[config.mk]
export PLATFORM = sky130hd
export DESIGN_NAME = sdram_arbiter
export DESIGN_NICKNAME = d
export VERILOG_FILES = /design/src/rtl/sdram_arbiter_pkg.sv /design/src/rtl/sdram_refresh_timer.sv /design/src/rtl/sdram_arbiter.sv
export SDC_FILE = /design/constraint.sdc
export NUM_CORES = 1
export LEC_CHECK = 0
export ABC_AREA = 0
export CORE_MARGIN = 5
export CORE_UTILIZATION = 23
export CTS_CLUSTER_SIZE = 20
export DETAILED_ROUTE_END_ITERATION = 10
export SLEW_MARGIN = 20
export SYNTH_ARGS = -nofsm -noshare
export SYNTH_HDL_FRONTEND = slang
export SYNTH_HIERARCHICAL = 1
export SYNTH_SLANG_ARGS = --single-unit
[constraint.sdc]
create_clock -name clock -period 5.5 [get_ports clock]
set_input_delay 1.65 -clock clock [delete_from_list [all_inputs] [get_ports clock]]
set_output_delay 1.65 -clock clock [all_outputs]
set_load 0.005 [all_outputs]
[src/rtl/sdram_arbiter_pkg.sv]
// sdram_arbiter_pkg
// Shared definitions for the SDRAM arbiter: the slot state encoding, the
// default timing parameters and the byte-merge helper used by the optional
// read-modify-write path (SDRAM_RMW_EN).
// No ports; imported by sdram_arbiter and sdram_refresh_timer.

package sdram_arbiter_pkg;

   // One idle state plus one state per kind of memory slot.
   typedef enum logic [2:0] {
      sIDLE     = 3'd0,
      sREFRESH  = 3'd1,
      sVREAD    = 3'd2,
      sCREAD    = 3'd3,
      sCWRITE   = 3'd4,
      sRMWREAD  = 3'd5,
      sRMWWRITE = 3'd6
   } state_e;

   localparam int REFRESH_PERIOD_DEF = 390;
   localparam int SLOT_LEN_DEF       = 12;
   localparam int STROBE_LEN_DEF     = 2;

   // Replace the selected byte of a 16-bit word with new data; hi selects
   // the upper byte.
   function automatic logic [15:0] merge_byte(input logic [15:0] word,
                                              input logic [7:0]  data,
                                              input logic        hi);
      merge_byte = hi ? {data, word[7:0]} : {word[15:8], data};
   endfunction

endpackage

[src/rtl/sdram_refresh_timer.sv]
// sdram_refresh_timer
// Free-running refresh interval counter. Counts 0..REFRESH_PERIOD-1 forever
// and raises a sticky pending flag each time it wraps. Wraps that land while
// the flag is already set are simply absorbed, so refresh debt never piles up.
// Ports:
//   clock          in   sole clock, posedge
//   reset          in   synchronous, active-high
//   pending_clear  in   arbiter has started a refresh slot
//   pending        out  a refresh is owed

module sdram_refresh_timer
   import sdram_arbiter_pkg::*;
#(
   parameter int REFRESH_PERIOD = REFRESH_PERIOD_DEF
) (
   input  logic clock,
   input  logic reset,
   input  logic pending_clear,
   output logic pending
);

   localparam int CW = (REFRESH_PERIOD > 1) ? $clog2(REFRESH_PERIOD) : 1;

   logic [CW-1:0] count_q, count_d;
   logic          pending_q, pending_d;
   logic          wrap;

   // Next-count and pending logic. A wrap wins over a clear in the same clock
   // so a request raised exactly as the previous one is serviced is not lost.
   always_comb begin
      wrap      = (count_q == CW'(REFRESH_PERIOD - 1));
      count_d   = wrap ? '0 : count_q + CW'(1);
      pending_d = pending_q;
      if (wrap) begin
         pending_d = 1'b1;
      end else if (pending_clear) begin
         pending_d = 1'b0;
      end
   end

   // Counter and flag registers.
   always_ff @(posedge clock) begin
      if (reset) begin
         count_q   <= '0;
         pending_q <= 1'b0;
      end else begin
         count_q   <= count_d;
         pending_q <= pending_d;
      end
   end

   assign pending = pending_q;

endmodule

[src/rtl/sdram_arbiter.sv]
// sdram_arbiter
// Time-slot arbiter between a CPU byte port, a video word-read port and
// periodic refresh, in front of a strobe-driven SDRAM controller. Each grant
// opens a slot of SLOT_LEN clocks in which exactly one active-low strobe is
// held low for STROBE_LEN clocks; address and write data stay put for the
// whole slot. Read data is captured in the last slot clock and the requesting
// port gets a one-clock ack as the arbiter returns to idle.
// Optional feature macro: SDRAM_RMW_EN -- CPU bytes map onto 16-bit words
// (cpuA[0] picks the byte), CPU writes become read-modify-write pairs.
// Ports:
//   clock, reset                      clock and synchronous active-high reset
//   ready                             controller initialised, gates all grants
//   cpuRd, cpuWr, cpuA, cpuD          CPU level requests, byte address, data
//   cpuQ, cpuAck                      CPU read data and completion pulse
//   vidRd, vidA                       video level read request, word address
//   vidQ, vidAck                      video read data and completion pulse
//   memRead, memWrite, memRefresh     active-low controller strobes
//   memA, memD, memQ                  word address, write data, read data

module sdram_arbiter
   import sdram_arbiter_pkg::*;
#(
   parameter int REFRESH_PERIOD = REFRESH_PERIOD_DEF,
   parameter int SLOT_LEN       = SLOT_LEN_DEF,
   parameter int STROBE_LEN     = STROBE_LEN_DEF
) (
   input  logic        clock,
   input  logic        reset,
   input  logic        ready,
   input  logic        cpuRd,
   input  logic        cpuWr,
   input  logic [23:0] cpuA,
   input  logic [7:0]  cpuD,
   output logic [7:0]  cpuQ,
   output logic        cpuAck,
   input  logic        vidRd,
   input  logic [23:0] vidA,
   output logic [15:0] vidQ,
   output logic        vidAck,
   output logic        memRead,
   output logic        memWrite,
   output logic        memRefresh,
   output logic [23:0] memA,
   output logic [15:0] memD,
   input  logic [15:0] memQ
);

   localparam int SCW = $clog2(SLOT_LEN + 1);

   state_e          state_q, state_d;
   logic [SCW-1:0]  slot_cnt_q, slot_cnt_d, slot_cnt_nx;
   logic            slot_last;
   logic            mem_read_q, mem_read_d;
   logic            mem_write_q, mem_write_d;
   logic            mem_refresh_q, mem_refresh_d;
   logic [23:0]     mem_a_q, mem_a_d;
   logic [15:0]     mem_d_q, mem_d_d;
   logic [7:0]      cpu_data_q, cpu_data_d;
   logic [15:0]     vid_data_q, vid_data_d;
   logic            cpu_ack_q, cpu_ack_d;
   logic            vid_ack_q, vid_ack_d;
   logic            vid_armed_q, vid_armed_d;
   logic            cpu_armed_q, cpu_armed_d;
   logic            ref_pending;
   logic            ref_clear;
`ifdef SDRAM_RMW_EN
   logic [7:0]      wr_byte_q, wr_byte_d;
   logic            hi_sel_q, hi_sel_d;
`endif

   sdram_refresh_timer #(
      .REFRESH_PERIOD(REFRESH_PERIOD)
   ) u_refresh_timer (
      .clock         (clock),
      .reset         (reset),
      .pending_clear (ref_clear),
      .pending       (ref_pending)
   );

   // Next-state logic for the slot machine. In idle we grant by priority;
   // inside a slot we count clocks, release the strobe after STROBE_LEN and
   // finish on the last clock. The CPU port is one arming unit: a write that
   // wins over a simultaneous read consumes the whole port, so the read is
   // dropped until both requests have been seen low.
   always_comb begin
      state_d       = state_q;
      slot_cnt_d    = slot_cnt_q;
      mem_read_d    = mem_read_q;
      mem_write_d   = mem_write_q;
      mem_refresh_d = mem_refresh_q;
      mem_a_d       = mem_a_q;
      mem_d_d       = mem_d_q;
      cpu_data_d    = cpu_data_q;
      vid_data_d    = vid_data_q;
      cpu_ack_d     = 1'b0;
      vid_ack_d     = 1'b0;
      ref_clear     = 1'b0;
      vid_armed_d   = vid_armed_q | ~vidRd;
      cpu_armed_d   = cpu_armed_q | ~(cpuRd | cpuWr);
      slot_cnt_nx   = slot_cnt_q + SCW'(1);
      slot_last     = (slot_cnt_q == SCW'(SLOT_LEN - 1));
`ifdef SDRAM_RMW_EN
      wr_byte_d     = wr_byte_q;
      hi_sel_d      = hi_sel_q;
`endif

      if (state_q == sIDLE) begin
         slot_cnt_d = '0;
         if (ready) begin
            if (ref_pending) begin
               state_d       = sREFRESH;
               mem_refresh_d = 1'b0;
               ref_clear     = 1'b1;
            end else if (vid_armed_q && vidRd) begin
               state_d     = sVREAD;
               mem_read_d  = 1'b0;
               mem_a_d     = vidA;
               vid_armed_d = 1'b0;
            end else if (cpu_armed_q && cpuWr) begin
               cpu_armed_d = 1'b0;
`ifdef SDRAM_RMW_EN
               state_d     = sRMWREAD;
               mem_read_d  = 1'b0;
               mem_a_d     = {1'b0, cpuA[23:1]};
               wr_byte_d   = cpuD;
               hi_sel_d    = cpuA[0];
`else
               state_d     = sCWRITE;
               mem_write_d = 1'b0;
               mem_a_d     = cpuA;
               mem_d_d     = {8'h00, cpuD};
`endif
            end else if (cpu_armed_q && cpuRd) begin
               cpu_armed_d = 1'b0;
               state_d     = sCREAD;
               mem_read_d  = 1'b0;
`ifdef SDRAM_RMW_EN
               mem_a_d     = {1'b0, cpuA[23:1]};
               hi_sel_d    = cpuA[0];
`else
               mem_a_d     = cpuA;
`endif
            end
         end
      end else begin
         slot_cnt_d = slot_cnt_nx;
         if (slot_cnt_nx >= SCW'(STROBE_LEN)) begin
            mem_read_d    = 1'b1;
            mem_write_d   = 1'b1;
            mem_refresh_d = 1'b1;
         end
         if (slot_last) begin
            slot_cnt_d = '0;
            state_d    = sIDLE;
            case (state_q)
               sVREAD: begin
                  vid_data_d = memQ;
                  vid_ack_d  = 1'b1;
               end
               sCREAD: begin
`ifdef SDRAM_RMW_EN
                  cpu_data_d = hi_sel_q ? memQ[15:8] : memQ[7:0];
`else
                  cpu_data_d = memQ[7:0];
`endif
                  cpu_ack_d  = 1'b1;
               end
               sCWRITE: cpu_ack_d = 1'b1;
`ifdef SDRAM_RMW_EN
               // Chain straight into the write half so nothing, not even
               // refresh, can touch the word between read and write.
               sRMWREAD: begin
                  state_d     = sRMWWRITE;
                  mem_write_d = 1'b0;
                  mem_d_d     = merge_byte(memQ, wr_byte_q, hi_sel_q);
               end
               sRMWWRITE: cpu_ack_d = 1'b1;
`endif
               default: ;
            endcase
         end
      end
   end

   // All arbiter state and registered outputs. Reset abandons any slot in
   // flight without acking it.
   always_ff @(posedge clock) begin
      if (reset) begin
         state_q       <= sIDLE;
         slot_cnt_q    <= '0;
         mem_read_q    <= 1'b1;
         mem_write_q   <= 1'b1;
         mem_refresh_q <= 1'b1;
         mem_a_q       <= '0;
         mem_d_q       <= '0;
         cpu_data_q    <= '0;
         vid_data_q    <= '0;
         cpu_ack_q     <= 1'b0;
         vid_ack_q     <= 1'b0;
         vid_armed_q   <= 1'b1;
         cpu_armed_q   <= 1'b1;
`ifdef SDRAM_RMW_EN
         wr_byte_q     <= '0;
         hi_sel_q      <= 1'b0;
`endif
      end else begin
         state_q       <= state_d;
         slot_cnt_q    <= slot_cnt_d;
         mem_read_q    <= mem_read_d;
         mem_write_q   <= mem_write_d;
         mem_refresh_q <= mem_refresh_d;
         mem_a_q       <= mem_a_d;
         mem_d_q       <= mem_d_d;
         cpu_data_q    <= cpu_data_d;
         vid_data_q    <= vid_data_d;
         cpu_ack_q     <= cpu_ack_d;
         vid_ack_q     <= vid_ack_d;
         vid_armed_q   <= vid_armed_d;
         cpu_armed_q   <= cpu_armed_d;
`ifdef SDRAM_RMW_EN
         wr_byte_q     <= wr_byte_d;
         hi_sel_q      <= hi_sel_d;
`endif
      end
   end

   assign memRead    = mem_read_q;
   assign memWrite   = mem_write_q;
   assign memRefresh = mem_refresh_q;
   assign memA       = mem_a_q;
   assign memD       = mem_d_q;
   assign cpuQ       = cpu_data_q;
   assign cpuAck     = cpu_ack_q;
   assign vidQ       = vid_data_q;
   assign vidAck     = vid_ack_q;

endmodule

# Yosys cells after proc, flatten, opt, wreduce, memory -nomap -nowiden

Index checks and enable logic that the tools add are counted.

Register bits after elaboration: 80
Bits in latches: 0
Bits in writable memories: 0
Bits in read-only memories: 0
Input bits: 78
Output and inout port bits: 69
Memories: 0

$add $sub $neg: 2
Multiply operators: 0
Divide/modulo/power cells: 0
$lt $le $gt $ge: 1
Equal/unequal tests: 13
Shifts and indexed selects: 0
Muxes and demuxes: 42
Bitwise logic cells: 9
Reductions and logical operators: 20

Operators by type and width:

| kind                | count |
|---|---|
| $mux 24             | 3 |
| $mux 1              | 32 |
| $mux 3              | 7 |
| $reduce_and 5->1    | 3 |
| $reduce_and 3->1    | 4 |
| $add 9x1->9 const B | 1 |
| $eq 9x9->1 const B  | 1 |
| $eq 3x2->1 const B  | 2 |
| $ne 2x2->1 const B  | 3 |
| $not 1->1           | 6 |
| $reduce_bool 2->1   | 3 |
| $reduce_or 3->1     | 2 |
| $ne 5x1->1 const B  | 1 |
| $add 4x1->4 const B | 1 |
| $eq 4x4->1 const B  | 1 |
| $ge 4x2->1 const B  | 1 |
| $ne 2x1->1 const B  | 2 |
| $reduce_and 4->1    | 1 |
| $reduce_or 2->1     | 2 |
| $eq 3x3->1 const B  | 1 |
| $logic_and 1x1->1   | 3 |
| $logic_not 3->1     | 1 |
| $ne 3x1->1 const B  | 1 |
| $ne 3x3->1 const B  | 1 |
| 2 further kinds     | 4 |

# Longest topological paths before layout

Depth after elaboration: 9
Depth in mapped cells: 7
Mapped depth without buffers: 5

# Hierarchy

The synthesis kept the hierarchy.

By module, submodules not included:

| module              | instances | cells each | area an instance (µm²) | seq. area each (µm²) |
|---|---|---|---|---|
| sdram_arbiter       | 1         | 404        | 3414.5                 | 1401.3 |
| sdram_refresh_timer | 1         | 47         | 460.4                  | 200.2 |

# Worst setup path after synthesis

No wires, ideal clock.

Path type: input -> register
Start point: input port vidRd
End point: register mem_a_q[0] (netlist: memA[0])
Arrival: 2.646 ns
Slack: 2.782 ns
Stages on the path: 4
Buffers on the path: 1
Cell sequence: and2_1 -> o2111ai_2 -> buf_4 -> mux2i_1

Longest elaborated chain between the ends: 3

Ends and longest elaborated chain:

| item                               | RTL line             | text |
|---|---|---|
| start: declaration                 | sdram_arbiter.sv:36  | `input logic vidRd,` |
| $logic_and 1x1->1 *                | sdram_arbiter.sv:114 | `end else if (vid_armed_q && vidRd) begin` |
| $reduce_bool 3->1 (no source line) | n/a                  |  |
| $reduce_and 4->1 (no source line)  | n/a                  |  |
| end signal: assignment             | sdram_arbiter.sv:212 | `mem_a_q <= mem_a_d;` |
| end: declaration                   | sdram_arbiter.sv:56  | `logic [23:0] mem_a_q, mem_a_d;` |

Mark *: on every way between the ends. The rest lies on a longest branch, timed or not.
A chain may end at the register's enable or synchronous reset.

# Worst setup path after layout

Start point: input port ready
End point: register mem_d_q[4] (netlist: memD[4])

Longest elaborated chain between the ends: 1

Ends and longest elaborated chain:

| item                              | RTL line             | text |
|---|---|---|
| start: declaration                | sdram_arbiter.sv:29  | `input logic ready,` |
| $reduce_and 5->1 (no source line) | n/a                  |  |
| end signal: assignment            | sdram_arbiter.sv:213 | `mem_d_q <= mem_d_d;` |
| end: declaration                  | sdram_arbiter.sv:57  | `logic [15:0] mem_d_q, mem_d_d;` |

Every way passes these cells.

==> impl_metrics.env <==
export IMPL_status="finished clean"
export IMPL_dpl_worst_slack_ns=1.84
export IMPL_syn_inst=451
export IMPL_post_route_period_util_pct=60.3
export IMPL_io_pins=147
export IMPL_synth_ff_type="dfxtp_1"
export IMPL_post_cts_resized=0
export IMPL_grt_pass1_vias=3402
export IMPL_critPathMaxFanout=10
export IMPL_setup_tns_ns=0
export IMPL_crit_type="in -> reg"
export IMPL_yosysTopAreaCellShare_pct=41.3
export IMPL_antenna_cells=0
export IMPL_die_h_um=140
export IMPL_clkTransAtPathRegs_ns=0.06
export IMPL_worst_pin_slew_ns=1.04
export IMPL_startpoint_type="primary input"
export IMPL_final_cell_area_sq_mm=0.00565
export IMPL_setup_slack_ns=2.18
export IMPL_area_growth_pct=45.8
export IMPL_htreeDepth=3
export IMPL_cts_max_path_buffers=2
export IMPL_holdBufCountCts=0
export IMPL_rows=47
export IMPL_start_util_pct=23.4
export IMPL_syn_mean_instance_area_sq_um=8.59
export IMPL_synth_edff_count=0
export IMPL_grt_usage_pct=11.3
export IMPL_ys_types=51
export IMPL_die_area_sq_mm=0.0195
export IMPL_critical_path_max_stage_delay_ns=0.79
export IMPL_syn_area_sq_mm=0.00387
export IMPL_drt_iter0_drc=185
export IMPL_antenna_found_initial=0
export IMPL_firstDrtPassIters=4
export IMPL_clockRootBuffer="clkbuf_16"
export IMPL_overflow=0
export IMPL_power_density_mw_per_mm2=265
export IMPL_finalSetupViolations=0
export IMPL_post_dp_cell_area_sq_mm=0.00534
export IMPL_crit_chain="clkdlybuf4s50_1, nand2b_1, nor4_4, mux2i_1"
export IMPL_final_min_clock_period_ns=3.32
export IMPL_maxSlewViolCount=0
export IMPL_core_sq_mm=0.0166
export IMPL_ys_warn_count=6
export IMPL_clk_insertion_delay_late_ns=0.33
export IMPL_cts_tree="built"
export IMPL_cts_buffers=9
export IMPL_drc=0
export IMPL_slew_headroom_pct=30.3
export IMPL_cts_sinks=80
export IMPL_fin_util_pct=34.1
export IMPL_viasPerCell=4.54
export IMPL_wl_mm=11.4
export IMPL_dp_hpwl_mm=8.51
export IMPL_fmax_mhz=302
export IMPL_p_leak_nw=2.08
export IMPL_nets=644
export IMPL_cts_setup_buffers=0
export IMPL_placed_cells=771
export IMPL_crit_family="simple AND/OR/NAND/NOR gates"
export IMPL_mostFrequentLayoutCells="138 x clkdlybuf4s50_1, 80 x dfxtp_1, 53 x o21ai_0, 48 x nand2_1, 33 x mux2i_1"
export IMPL_gp_congestion=0.770
export IMPL_cp_buffers_inverters=1
export IMPL_die_x_um=140
export IMPL_ys_seq_area_share_pct=41.3
export IMPL_hold_slack_ns=0.459
export IMPL_port_buffer_count=138
export IMPL_grt_pass1_wl_mm=18.0
export IMPL_synth_async_sr_flop_share_pct=0
export IMPL_num_vias=3566
export IMPL_slowest_stage="nor4_4"
export IMPL_end_kind="flop"
export IMPL_wl_per_cell_um=14.5
export IMPL_totalPowerFinal_mw=1.50
export IMPL_crit_required_ns=5.75
export IMPL_hold_violations=0
export IMPL_stdcell_count=786
export IMPL_ir_drop_v=0.000126
export IMPL_drt_antenna_violating_nets=0
export IMPL_worstPathArrival_ns=3.56
export IMPL_grt_max_degree=71
export IMPL_synth_area_leaders="dfxtp_1 41%, mux2i_1 8.5%, o21ai_0 6.8%"
export IMPL_yosysTopAreaCell="dfxtp_1"
export IMPL_max_cap_viol_count=0
export IMPL_hp_class="reg -> reg"
export IMPL_layout_commonest_cell="clkdlybuf4s50_1"
export IMPL_grt_setup_unrepaired="false"
export IMPL_fin_skew_ns=0.00666
export IMPL_drive_gt1_share_pct=6.01
export IMPL_ys_ff_latch=80
## synthesized netlist by cell type, drive strengths merged, types with 2 or more instances
cell    instances
nor2           11
o21a            2
xor2            3
dfxtp          80
nand4           3
nand2          48
or4             3
clkbuf         32
and3b           2
or3b            2
a21oi          31
nor3b           3
ha              4
nand3          32
mux2i          33
a211oi          3
o21ai          53
nand2b          3
and2            2
nor3            3
buf            17
nor4            3
o22ai           2
and3           25
xnor2           2
inv             3
a21boi         24
nand3b          3
or3             5
## cell families after synthesis
group / Yosys count / synth area share [%]
simple gates: 149 / 20.9
compound gates: 126 / 19.7
buf+inv: 53 / 6.97
other cells: 1 / 0.0968
flops: 80 / 41.3
fa+ha+maj: 4 / 1.29
mux: 33 / 8.52
xor+xnor: 5 / 1.13
## state kept, by name (all words and copies together), names as in the netlist
signal,cells
memA,24
u_refresh_timer/pending,1
cpuAck,1
cpu_armed_q,1
memD,8
memWrite,1
memRefresh,1
vidQ,16
cpuQ,8
memRead,1
state_q,3
vid_armed_q,1
vidAck,1
slot_cnt_q,4
u_refresh_timer/count_q,9
## where the power goes
group          total (mW)  switching [mW]  internal [mW]
clock               0.606           0.222          0.384
combinational       0.256           0.112          0.144
sequential          0.635          0.0255          0.610
## area by class of cell
class,count,area [sq um]
clock buffer,12,267
clock inverter,3,40.0
multi-input combinational,325,2040
sequential,80,1600
inverter,4,15.0
timing repair buffer,142,1410
fill,1674,10900
tap,220,275
## worst paths after layout
check             slack, ns  cells past startpoint                 endpoint                startpoint
setup reg to reg       3.21                      4  state_q[2]$_SDFFE_PP0P_  slot_cnt_q[0]$_SDFF_PP0_
setup / recovery       2.18                      4     memD[4]$_SDFFE_PP0P_                     ready
hold reg to reg        0.46                      2     memD[7]$_SDFFE_PP0P_      memD[7]$_SDFFE_PP0P_
hold / removal         0.46                      2     memD[7]$_SDFFE_PP0P_      memD[7]$_SDFFE_PP0P_
## tightest hold or removal path, stage by stage (launching register included)
cell	delay, ns
dfxtp_1	0.31
nand2_1	0.05
mux2i_1	0.05
## per-layer routing
layer  part of all wire, %  global-route usage, %
met1                    42                   13.5
met2                    52                   19.7
met3                   4.3                   1.96
met4                   1.5                   5.15
met5                     0                      0
No activity file was read; power rests on OpenSTA's default activity.
